==> config.mk <==
export PLATFORM = sky130hd
export DESIGN_NAME = simd_vec_seq_flat
export DESIGN_NICKNAME = d
export VERILOG_FILES = /design/src/rtl/simd_vec_seq_if.sv /design/src/rtl/simd_vec_seq.sv /design/src/flat_wrapper.sv
export SDC_FILE = /design/constraint.sdc
export NUM_CORES = 1
export LEC_CHECK = 0
export ABC_AREA = 1
export BUFFER_PORTS_ARGS = -buffer_cell sky130_fd_sc_hd__buf_4
export CAP_MARGIN = 15
export CORE_ASPECT_RATIO = 0.75
export CORE_MARGIN = 2
export CORE_UTILIZATION = 45
export DETAILED_ROUTE_END_ITERATION = 10
export PLACE_DENSITY_LB_ADDON = 0.15
export SETUP_SLACK_MARGIN = 0.02
export SLEW_MARGIN = 10
export SYNTH_ARGS = -nofsm -noshare
export SYNTH_HDL_FRONTEND = slang
export SYNTH_SLANG_ARGS = --single-unit
==> constraint.sdc <==
create_clock -name clk -period 2.75 [get_ports clk]
set_clock_uncertainty 0.15 [all_clocks]
set_input_delay 0.275 -clock clk [delete_from_list [all_inputs] [get_ports clk]]
set_output_delay 0.275 -clock clk [all_outputs]
set_load 0.01 [all_outputs]
==> src/rtl/simd_vec_seq_if.sv <==
// Command handshake, scratchpad strobes and lane op select for the SIMD vector sequencer.
// The master side drives commands and stall; the sequencer is the slave.
interface simd_vec_seq_if #(
  parameter int ADDR_WIDTH   = 8,
  parameter int LEN_WIDTH    = 8,
  parameter int OP_SEL_WIDTH = 2
);
  logic                    cmd_valid;
  logic                    cmd_ready;
  logic [OP_SEL_WIDTH-1:0] cmd_op;
  logic [ADDR_WIDTH-1:0]   cmd_src_a;
  logic [ADDR_WIDTH-1:0]   cmd_src_b;
  logic [ADDR_WIDTH-1:0]   cmd_dst;
  logic [LEN_WIDTH-1:0]    cmd_len;
  logic                    stall;
  logic                    rd_en;
  logic [ADDR_WIDTH-1:0]   rd_addr_a;
  logic [ADDR_WIDTH-1:0]   rd_addr_b;
  logic [OP_SEL_WIDTH-1:0] pe_op;
  logic                    wr_en;
  logic [ADDR_WIDTH-1:0]   wr_addr;
  logic                    busy;
  logic                    done;

  modport master (
    output cmd_valid, cmd_op, cmd_src_a, cmd_src_b, cmd_dst, cmd_len, stall,
    input  cmd_ready, rd_en, rd_addr_a, rd_addr_b, pe_op, wr_en, wr_addr, busy, done
  );

  modport slave (
    input  cmd_valid, cmd_op, cmd_src_a, cmd_src_b, cmd_dst, cmd_len, stall,
    output cmd_ready, rd_en, rd_addr_a, rd_addr_b, pe_op, wr_en, wr_addr, busy, done
  );
endinterface

==> src/rtl/simd_vec_seq.sv <==
// Vector-op sequencer: walks the scratchpad one word per cycle, pairing reads with a
// delayed write-back and holding both under stall. Lanes stay purely combinational.
module simd_vec_seq #(
  parameter int ADDR_WIDTH   = 8,
  parameter int LEN_WIDTH    = 8,
  parameter int OP_SEL_WIDTH = 2
) (
  input  logic          clk,
  input  logic          rst_n,
  simd_vec_seq_if.slave bus
);

  typedef enum logic [1:0] {
    ST_IDLE,
    ST_RUN,
    ST_DRAIN,
    ST_FIN
  } state_e;

  state_e                  state_q, state_d;
  logic [OP_SEL_WIDTH-1:0] op_q;
  logic [ADDR_WIDTH-1:0]   src_a_q, src_b_q, dst_q;
  logic [LEN_WIDTH-1:0]    len_q, idx_q, wr_idx_q;
  logic                    wr_pend_q;

  logic accept, last_rd;
  logic cmd_ready, busy, done, rd_fire, wr_fire;

  assign accept  = bus.cmd_valid && cmd_ready;
  assign last_rd = (idx_q == len_q - LEN_WIDTH'(1));

  // State register
  always_ff @(posedge clk or negedge rst_n) begin
    if (!rst_n) begin
      state_q <= ST_IDLE;
    end else begin
      // NOTE: non-blocking so every register in the design samples pre-edge values.
      state_q <= state_d;
    end
  end

  // Next-state logic
  always_comb begin
    // NOTE: default assignment first keeps this combinational block latch-free.
    state_d = state_q;
    case (state_q)
      ST_IDLE, ST_FIN: begin
        if (accept) state_d = (bus.cmd_len == '0) ? ST_FIN : ST_RUN;
        else        state_d = ST_IDLE;
      end
      ST_RUN:   if (rd_fire && last_rd) state_d = ST_DRAIN;
      ST_DRAIN: if (wr_fire)            state_d = ST_FIN;
      default:  state_d = ST_IDLE;
    endcase
  end

  // Output logic; a read only fires when stall is low, so a stalled pending
  // write can never be overwritten by a new read.
  always_comb begin
    cmd_ready = 1'b0;
    busy      = 1'b0;
    done      = 1'b0;
    rd_fire   = 1'b0;
    case (state_q)
      ST_IDLE:  cmd_ready = 1'b1;
      ST_RUN: begin
        busy    = 1'b1;
        rd_fire = !bus.stall;
      end
      ST_DRAIN: busy = 1'b1;
      ST_FIN: begin
        cmd_ready = 1'b1;
        done      = 1'b1;
      end
      default: ;
    endcase
    wr_fire = wr_pend_q && !bus.stall;
  end

  // Command capture, read index and the single pending write slot
  always_ff @(posedge clk or negedge rst_n) begin
    if (!rst_n) begin
      op_q      <= '0;
      src_a_q   <= '0;
      src_b_q   <= '0;
      dst_q     <= '0;
      len_q     <= '0;
      idx_q     <= '0;
      wr_idx_q  <= '0;
      wr_pend_q <= 1'b0;
    end else begin
      if (accept) begin
        op_q    <= bus.cmd_op;
        src_a_q <= bus.cmd_src_a;
        src_b_q <= bus.cmd_src_b;
        dst_q   <= bus.cmd_dst;
        len_q   <= bus.cmd_len;
        idx_q   <= '0;
      end else if (rd_fire) begin
        idx_q <= idx_q + LEN_WIDTH'(1);
      end

      if (rd_fire) begin
        wr_pend_q <= 1'b1;
        wr_idx_q  <= idx_q;
      end else if (wr_fire) begin
        wr_pend_q <= 1'b0;
      end
    end
  end

  assign bus.cmd_ready = cmd_ready;
  assign bus.busy      = busy;
  assign bus.done      = done;
  assign bus.rd_en     = rd_fire;
  assign bus.wr_en     = wr_fire;
  assign bus.pe_op     = op_q;
  assign bus.rd_addr_a = src_a_q + ADDR_WIDTH'(idx_q);
  assign bus.rd_addr_b = src_b_q + ADDR_WIDTH'(idx_q);
  assign bus.wr_addr   = dst_q + ADDR_WIDTH'(wr_idx_q);

endmodule

==> src/flat_wrapper.sv <==
// flat-port wrapper written by rule: the top's interface ports become plain ports
module simd_vec_seq_flat 
#(
  parameter int ADDR_WIDTH   = 8,
  parameter int LEN_WIDTH    = 8,
  parameter int OP_SEL_WIDTH = 2
)
  (clk, rst_n, bus_cmd_valid, bus_cmd_op, bus_cmd_src_a, bus_cmd_src_b, bus_cmd_dst, bus_cmd_len, bus_stall, bus_cmd_ready, bus_rd_en, bus_rd_addr_a, bus_rd_addr_b, bus_pe_op, bus_wr_en, bus_wr_addr, bus_busy, bus_done);
  simd_vec_seq_if #(.ADDR_WIDTH(ADDR_WIDTH), .LEN_WIDTH(LEN_WIDTH), .OP_SEL_WIDTH(OP_SEL_WIDTH)) bus_i ();
  input  logic clk;
  input  logic rst_n;
  input wire logic [$bits(bus_i.cmd_valid)-1:0] bus_cmd_valid;
  input wire logic [$bits(bus_i.cmd_op)-1:0] bus_cmd_op;
  input wire logic [$bits(bus_i.cmd_src_a)-1:0] bus_cmd_src_a;
  input wire logic [$bits(bus_i.cmd_src_b)-1:0] bus_cmd_src_b;
  input wire logic [$bits(bus_i.cmd_dst)-1:0] bus_cmd_dst;
  input wire logic [$bits(bus_i.cmd_len)-1:0] bus_cmd_len;
  input wire logic [$bits(bus_i.stall)-1:0] bus_stall;
  output wire logic [$bits(bus_i.cmd_ready)-1:0] bus_cmd_ready;
  output wire logic [$bits(bus_i.rd_en)-1:0] bus_rd_en;
  output wire logic [$bits(bus_i.rd_addr_a)-1:0] bus_rd_addr_a;
  output wire logic [$bits(bus_i.rd_addr_b)-1:0] bus_rd_addr_b;
  output wire logic [$bits(bus_i.pe_op)-1:0] bus_pe_op;
  output wire logic [$bits(bus_i.wr_en)-1:0] bus_wr_en;
  output wire logic [$bits(bus_i.wr_addr)-1:0] bus_wr_addr;
  output wire logic [$bits(bus_i.busy)-1:0] bus_busy;
  output wire logic [$bits(bus_i.done)-1:0] bus_done;
  assign bus_i.cmd_valid = bus_cmd_valid;
  assign bus_i.cmd_op = bus_cmd_op;
  assign bus_i.cmd_src_a = bus_cmd_src_a;
  assign bus_i.cmd_src_b = bus_cmd_src_b;
  assign bus_i.cmd_dst = bus_cmd_dst;
  assign bus_i.cmd_len = bus_cmd_len;
  assign bus_i.stall = bus_stall;
  assign bus_cmd_ready = bus_i.cmd_ready;
  assign bus_rd_en = bus_i.rd_en;
  assign bus_rd_addr_a = bus_i.rd_addr_a;
  assign bus_rd_addr_b = bus_i.rd_addr_b;
  assign bus_pe_op = bus_i.pe_op;
  assign bus_wr_en = bus_i.wr_en;
  assign bus_wr_addr = bus_i.wr_addr;
  assign bus_busy = bus_i.busy;
  assign bus_done = bus_i.done;
  simd_vec_seq #(.ADDR_WIDTH(ADDR_WIDTH), .LEN_WIDTH(LEN_WIDTH), .OP_SEL_WIDTH(OP_SEL_WIDTH)) u_core (.clk(clk), .rst_n(rst_n), .bus(bus_i));
endmodule
# ---- After elaboration in Yosys (flattened, before gate mapping)
# Index checks and enable logic that the tools add are counted.
# W data, S select, Z words.
dict set report word_totals {
  register_bits 53
  latch_bits 0
  ram_bits 0
  mem_bits_ro 0
  in_bits 38
  out_inout_bits 31
  word_cells 44
  n_memories 0
}
dict set report classes {
  add_sub_neg 5
  multipliers 0
  n_div 0
  order_cmp 0
  n_eq_ne 6
  shift 0
  mux 13
  n_bitwise 0
  n_reduce_logical 11
}
# op count
set op_table {}
lappend op_table {{$add A8 B8 Y8} 3}
lappend op_table {{$mux W8} 2}
lappend op_table {{$add A8 B1 Y8 const B} 1}
lappend op_table {{$eq A8 B8 Y1} 1}
lappend op_table {{$logic_not A8 Y1} 1}
lappend op_table {{$mux W2} 4}
lappend op_table {{$sub A8 B1 Y8 const B} 1}
lappend op_table {{$mux W1} 6}
lappend op_table {{$pmux W2 S3} 1}
lappend op_table {{$eq A2 B2 Y1 const B} 2}
lappend op_table {{$reduce_bool A2 Y1} 2}
lappend op_table {{$reduce_or A2 Y1} 2}
lappend op_table {{$logic_and A1 B1 Y1} 3}
lappend op_table {{$eq A2 B1 Y1 const B} 1}
lappend op_table {{$logic_not A2 Y1} 1}
lappend op_table {{$ne A2 B1 Y1 const B} 1}
lappend op_table {{$ne A2 B2 Y1 const B} 1}
lappend op_table {{$reduce_and A2 Y1} 1}
lappend op_table {{$logic_not A1 Y1} 1}

# ---- Logic depth before layout (Yosys ltp)
dict set report logic_depth {
  ltp_word 6
  ltp_mapped 14
  mapped_depth_nobuf 14
}

# ---- Least setup slack after synthesis
# Ideal clock, no wire load.
dict set report synth_timing {
  path_kind {register to output}
  start {register u_core.idx_q[0]}
  end {output bus_rd_addr_b[6]}
  arrival_time_ns 1.729
  required_ns 2.325
  slack_ns 0.596
  path_stages_with_launch 9
  path_cell_list {dfrtp_1 ha_1 inv_1 fa_1 o21ai_0 a21oi_1 nor2_1 nor2_1 xnor2_1}
}
dict set report synth_between {
  elab_chain_len 1
}
# item line
set synth_lines {}
lappend synth_lines {{from (decl)} simd_vec_seq.sv:23} ;# logic [LEN_WIDTH-1:0] len_q, idx_q, wr_idx_q;
lappend synth_lines {{from (signal assigned)} simd_vec_seq.sv:100} ;# idx_q <= idx_q + LEN_WIDTH'(1);
lappend synth_lines {{$add A8 B8 Y8} simd_vec_seq.sv:119} ;# assign bus.rd_addr_b = src_b_q + ADDR_WIDTH'(idx_q);
lappend synth_lines {{to (decl)} flat_wrapper.sv:22} ;# output wire logic [$bits(bus_i.rd_addr_b)-1:0] bus_rd_addr_b;
# Every way passes these cells.

# ---- Worst setup path after layout
dict set report layout_timing {
  start {register u_core.dst_q[0]}
  end {output bus_wr_addr[6]}
}
dict set report layout_between {
  elab_chain_len 1
}
# item line
set layout_lines {}
lappend layout_lines {{from (decl)} simd_vec_seq.sv:22} ;# logic [ADDR_WIDTH-1:0] src_a_q, src_b_q, dst_q;
lappend layout_lines {{from (signal assigned)} simd_vec_seq.sv:96} ;# dst_q <= bus.cmd_dst;
lappend layout_lines {{$add A8 B8 Y8} simd_vec_seq.sv:120} ;# assign bus.wr_addr = dst_q + ADDR_WIDTH'(wr_idx_q);
lappend layout_lines {{to (decl)} flat_wrapper.sv:25} ;# output wire logic [$bits(bus_i.wr_addr)-1:0] bus_wr_addr;
# Every way passes these cells.

==> impl_summary.txt <==
----------------------------------------------------
[Outcome]
  Run status ... complete, no violations

[GRT]
  Number of antenna violations at the first check in global routing ... 0
  Met3 routing resource usage after global routing ... 4.41%
  Pin count of the biggest net entering global routing ... 54
  Met2 track utilization from global routing ... about a third
  GRT overflow ... 0
  Number of global-route vias before repair ... between 2k and 3k
  Global-route wire length before repair ... 12900 um
  Global routing met1 resource utilization ... ~28%
  Overall Global Routing Usage ... 20.4%
  Top Usage Layer GRT ... met2

[Clock tree]
  Total CTS buffers ... 5
  Clock Root Buffer ... clkbuf_8
  Max H-tree Level ... 2
  Max Buffers Root-to-Sink ... 2
  Clock-pin slew reported for the worst setup and hold paths after clock tree synthesis ... 100 ps
  Clock tree from TritonCTS ... yes
  Clk sink count ... 53
  Latest clock arrival within the worst-skew pair ... slightly above 300 ps

[STA]
  Final number of hold-violating endpoints ... 0
  Fin Setup TNS ... 0 ps
  Relative max-transition margin ... 54.4%
  Final count of pins violating max slew ... 0
  Unrepaired setup endpoints after global routing ... true
  Final worst path period need ... around 2500 ps
  Final Setup Violations ... 0
  Top achievable clock speed ... 0.395 GHz
  Worst-margin pin slew ... between 600 and 700 ps
  Final worst-path cycle share ... between 90 and 100%

[Synth]
  Number of nets produced by synthesis ... just under 500
  Top_reg_cell synth ... dfrtp_1
  Yosys synthesis warning count ... 0
  Number of unique standard cell types used by synthesis ... 24
  Asr flop ratio synth ... between 90% and 100%
  Synth top area cells ... dfrtp_1 40%, nand2_1 16%, ha_1 9.9%
  Post-synthesis cell area ... around 3300 sq um
  Post-synth top area share ... roughly two fifths
  List of most frequent post-synthesis cells ... 137 x nand2_1, 53 x dfrtp_1, 48 x inv_1
  Number of flops mapped to enable cells by yosys ... 0
  Most frequent cell after synthesis ... nand2_1
  Count of mapped cells out of synthesis ... between 400 and 500
  Largest area contributor in the synthesized netlist ... dfrtp_1
  Average cell area after synthesis ... approximately 7.7 sq um
  Post-synthesis sequential element count ... 53
  Share of synthesized area occupied by flip-flops and latches ... 40.4%

[Routing]
  WL final ... about 7500 um
  Remaining antenna violation count ... 0
  Detail-routed net length per standard cell ... 12.3 um
  Number of violations reported at the end of detailed-routing iteration 0 ... approximately 130
  Count of TritonRoute iterations in the first routing pass ... 4
  Vias ... 2951
  DR DRC count ... 0
  Average via count per standard cell ... 4.83

[Critical path]
  Gate family responsible for the most delay along the worst path ... adder cells
  Buf+Inv Stages, Crit Path ... 2
  Worst setup slack for register-to-register paths ... 730 ps
  Startpoint-to-endpoint class of the critical path ... reg2out
  Worst path cell trace ... ha_1 -> inv_1 -> fa_1 -> o21ai_0 -> a21oi_1 -> nor2_1 -> nor2_1 -> xnor2_1 -> buf_4
  Crit path largest cell delay ... ~390 ps
  Element type at the critical path start ... flop
  Critical Path Fanout Max ... 2
  Critical path capture point type ... primary output
  Data required time at the worst endpoint ... between 2000 and 2500 ps
  Data arrival time of the critical path ... 2100 ps
  Standard cell with the maximum stage delay on the critical path ... fa_1
  Most frequent cell on the critical path ... nor2_1

[Pwr]
  Leakage ... between 2 and 2.5 nW
  Pwr per Cell Area ... ~1000 nW/um^2
  Peak ir drop on the vdd network ... roughly 0.58 mV

[Finish]
  Area growth from synthesis to layout ... 28.8%
  Post-layout util ... around 60%
  Fin nets ... between 500 and 600
  Layout cells sized above 1 ... between 15 and 20%
  Number of diodes ... 0
  Post-route cell area ... between 4000 and 5000 sq um

[Die]
  Standard cell core area ... between 6000 and 7000 sq um
  Die outline width ... 103 um
  Vertical die dimension ... between 70 and 80 um
  Boundary Pins ... 69
  Full die area ... between 8000 and 9000 sq um
  Placement Rows ... 26
  Effective utilization at floorplan ... 47.4%

[Placement]
  Placed cell area ... 3900 sq um
  Port Buffers ... between 60 and 70
  Placer congestion estimate ... approximately 0.77
  Detailed-placement wirelength estimate ... 5520 um

[Run]
  Number of violations of the max-capacitance limit ... 0

[Hold path]
  Tightest Hold Check Type ... in2reg

----------------------------------------------------
-- state kept, by name (all words and copies together) (netlist names) --
register / flops
u_core.dst_q: 8
u_core.idx_q: 8
u_core.len_q: 8
u_core.src_a_q: 8
u_core.src_b_q: 8
u_core.wr_idx_q: 8
u_core.bus.pe_op: 2
u_core.state_q: 2
u_core.wr_pend_q: 1
-- metal layers --
metal	share of wire, %	vias up
met2	45	77
met4	1.3	0
met1	49	1349
li1	-	1514
met5	0	-
met3	5.0	11
-- where the power goes --
part / leakage, nW / total, W / switching [W] / internal, W
sequential: 0.673 / 0.00134 / 0.000250 / 0.00109
clock: 0.0681 / 0.000631 / 0.000269 / 0.000362
combinational: 1.56 / 0.00245 / 0.00136 / 0.00109
total: 2.30 / 0.00442 / 0.00188 / 0.00254
-- worst paths after layout --
kind / end / startpoint / depth (start not counted)
min in group asynchronous: u_core.src_a_q[6] / rst_n / 2
worst min register to register: u_core.dst_q[6] / u_core.dst_q[6] / 2
worst min-delay path: u_core.src_a_q[3] / bus_cmd_src_a[3] / 3
worst max register to register: u_core.state_q[1] / u_core.len_q[0] / 13
worst max-delay path: bus_wr_addr[6] / u_core.dst_q[0] / 9
max in group asynchronous: u_core.idx_q[0] / rst_n / 2
-- repair_timing --
action	CTS	global route
hold buffers	18	0
pin swaps	0	1
cloned	0	0
setup endpoints to repair	2	2
endpoints found under the hold margin	70	0
buffers inserted	0	1
resized for setup	2	4
-- stage by stage --
stage / power, W / std cells / hold WS (ps) / setup WS, ps
2_1_floorplan: 0.00284 / 425 / -171 / 596
3_3_place_gp: 0.00373 / 584 / 213 / 437
3_5_place_dp: 0.00378 / 584 / 213 / 365
4_1_cts: 0.00446 / 610 / 2.65 / 94.4
5_1_grt: 0.00484 / 611 / 14.8 / 20.7
6_report: 0.00442 / 611 / 6.96 / 220
-- kinds of logic after synthesis --
| logic type | count (synthesis) | share of synthesized area [%] |
|---|---|---|
| compound gates | 54 | 8.61 |
| xor+xnor | 24 | 6.40 |
| fa+ha+maj | 29 | 11.7 |
| buf+inv | 63 | 7.39 |
| flops | 53 | 40.4 |
| simple gates | 202 | 25.5 |
-- cell type report --
type	count	area [sq um]
multi-input cells	309	1720
clock buffers	5	68.8
inverters	52	195
clock inverters	3	65.1
fillers	646	2700
well taps	98	123
flip-flops and latches	53	1330
repair buffers	91	728
-- layout by cell type, fill, tap and decap left out, drive strengths merged --
cell         Yosys  routed
and2             1       1
buf              5      73
bufinv           0       2
nor3             1       1
clkinv           0       1
nand3           21      21
dlygate4sd3      0      18
xnor2            6       6
o211ai           3       3
dfrtp           53      53
fa               3       3
nor2            29      29
ha              26      26
clkbuf           6       5
nand4            6       6
xor2            18      18
inv             52      52
nand2          144     144
a211oi           2       2
a21oi           24      24
o21ai           25      25
-- worst reg2reg max path, cell delays in order (launching register included) --
cell and delay [ps]:
dfrtp_1 420, inv_1 140, ha_1 320, nand2_1 100, nand3_1 90, nand2_1 50, nor2_1 120, nand2_1 60
nor2_1 90, nand3_1 100, nand2_2 90, nand2_2 60, nand2_1 70, nand2_1 50
(Power assumes the default switching activity.)
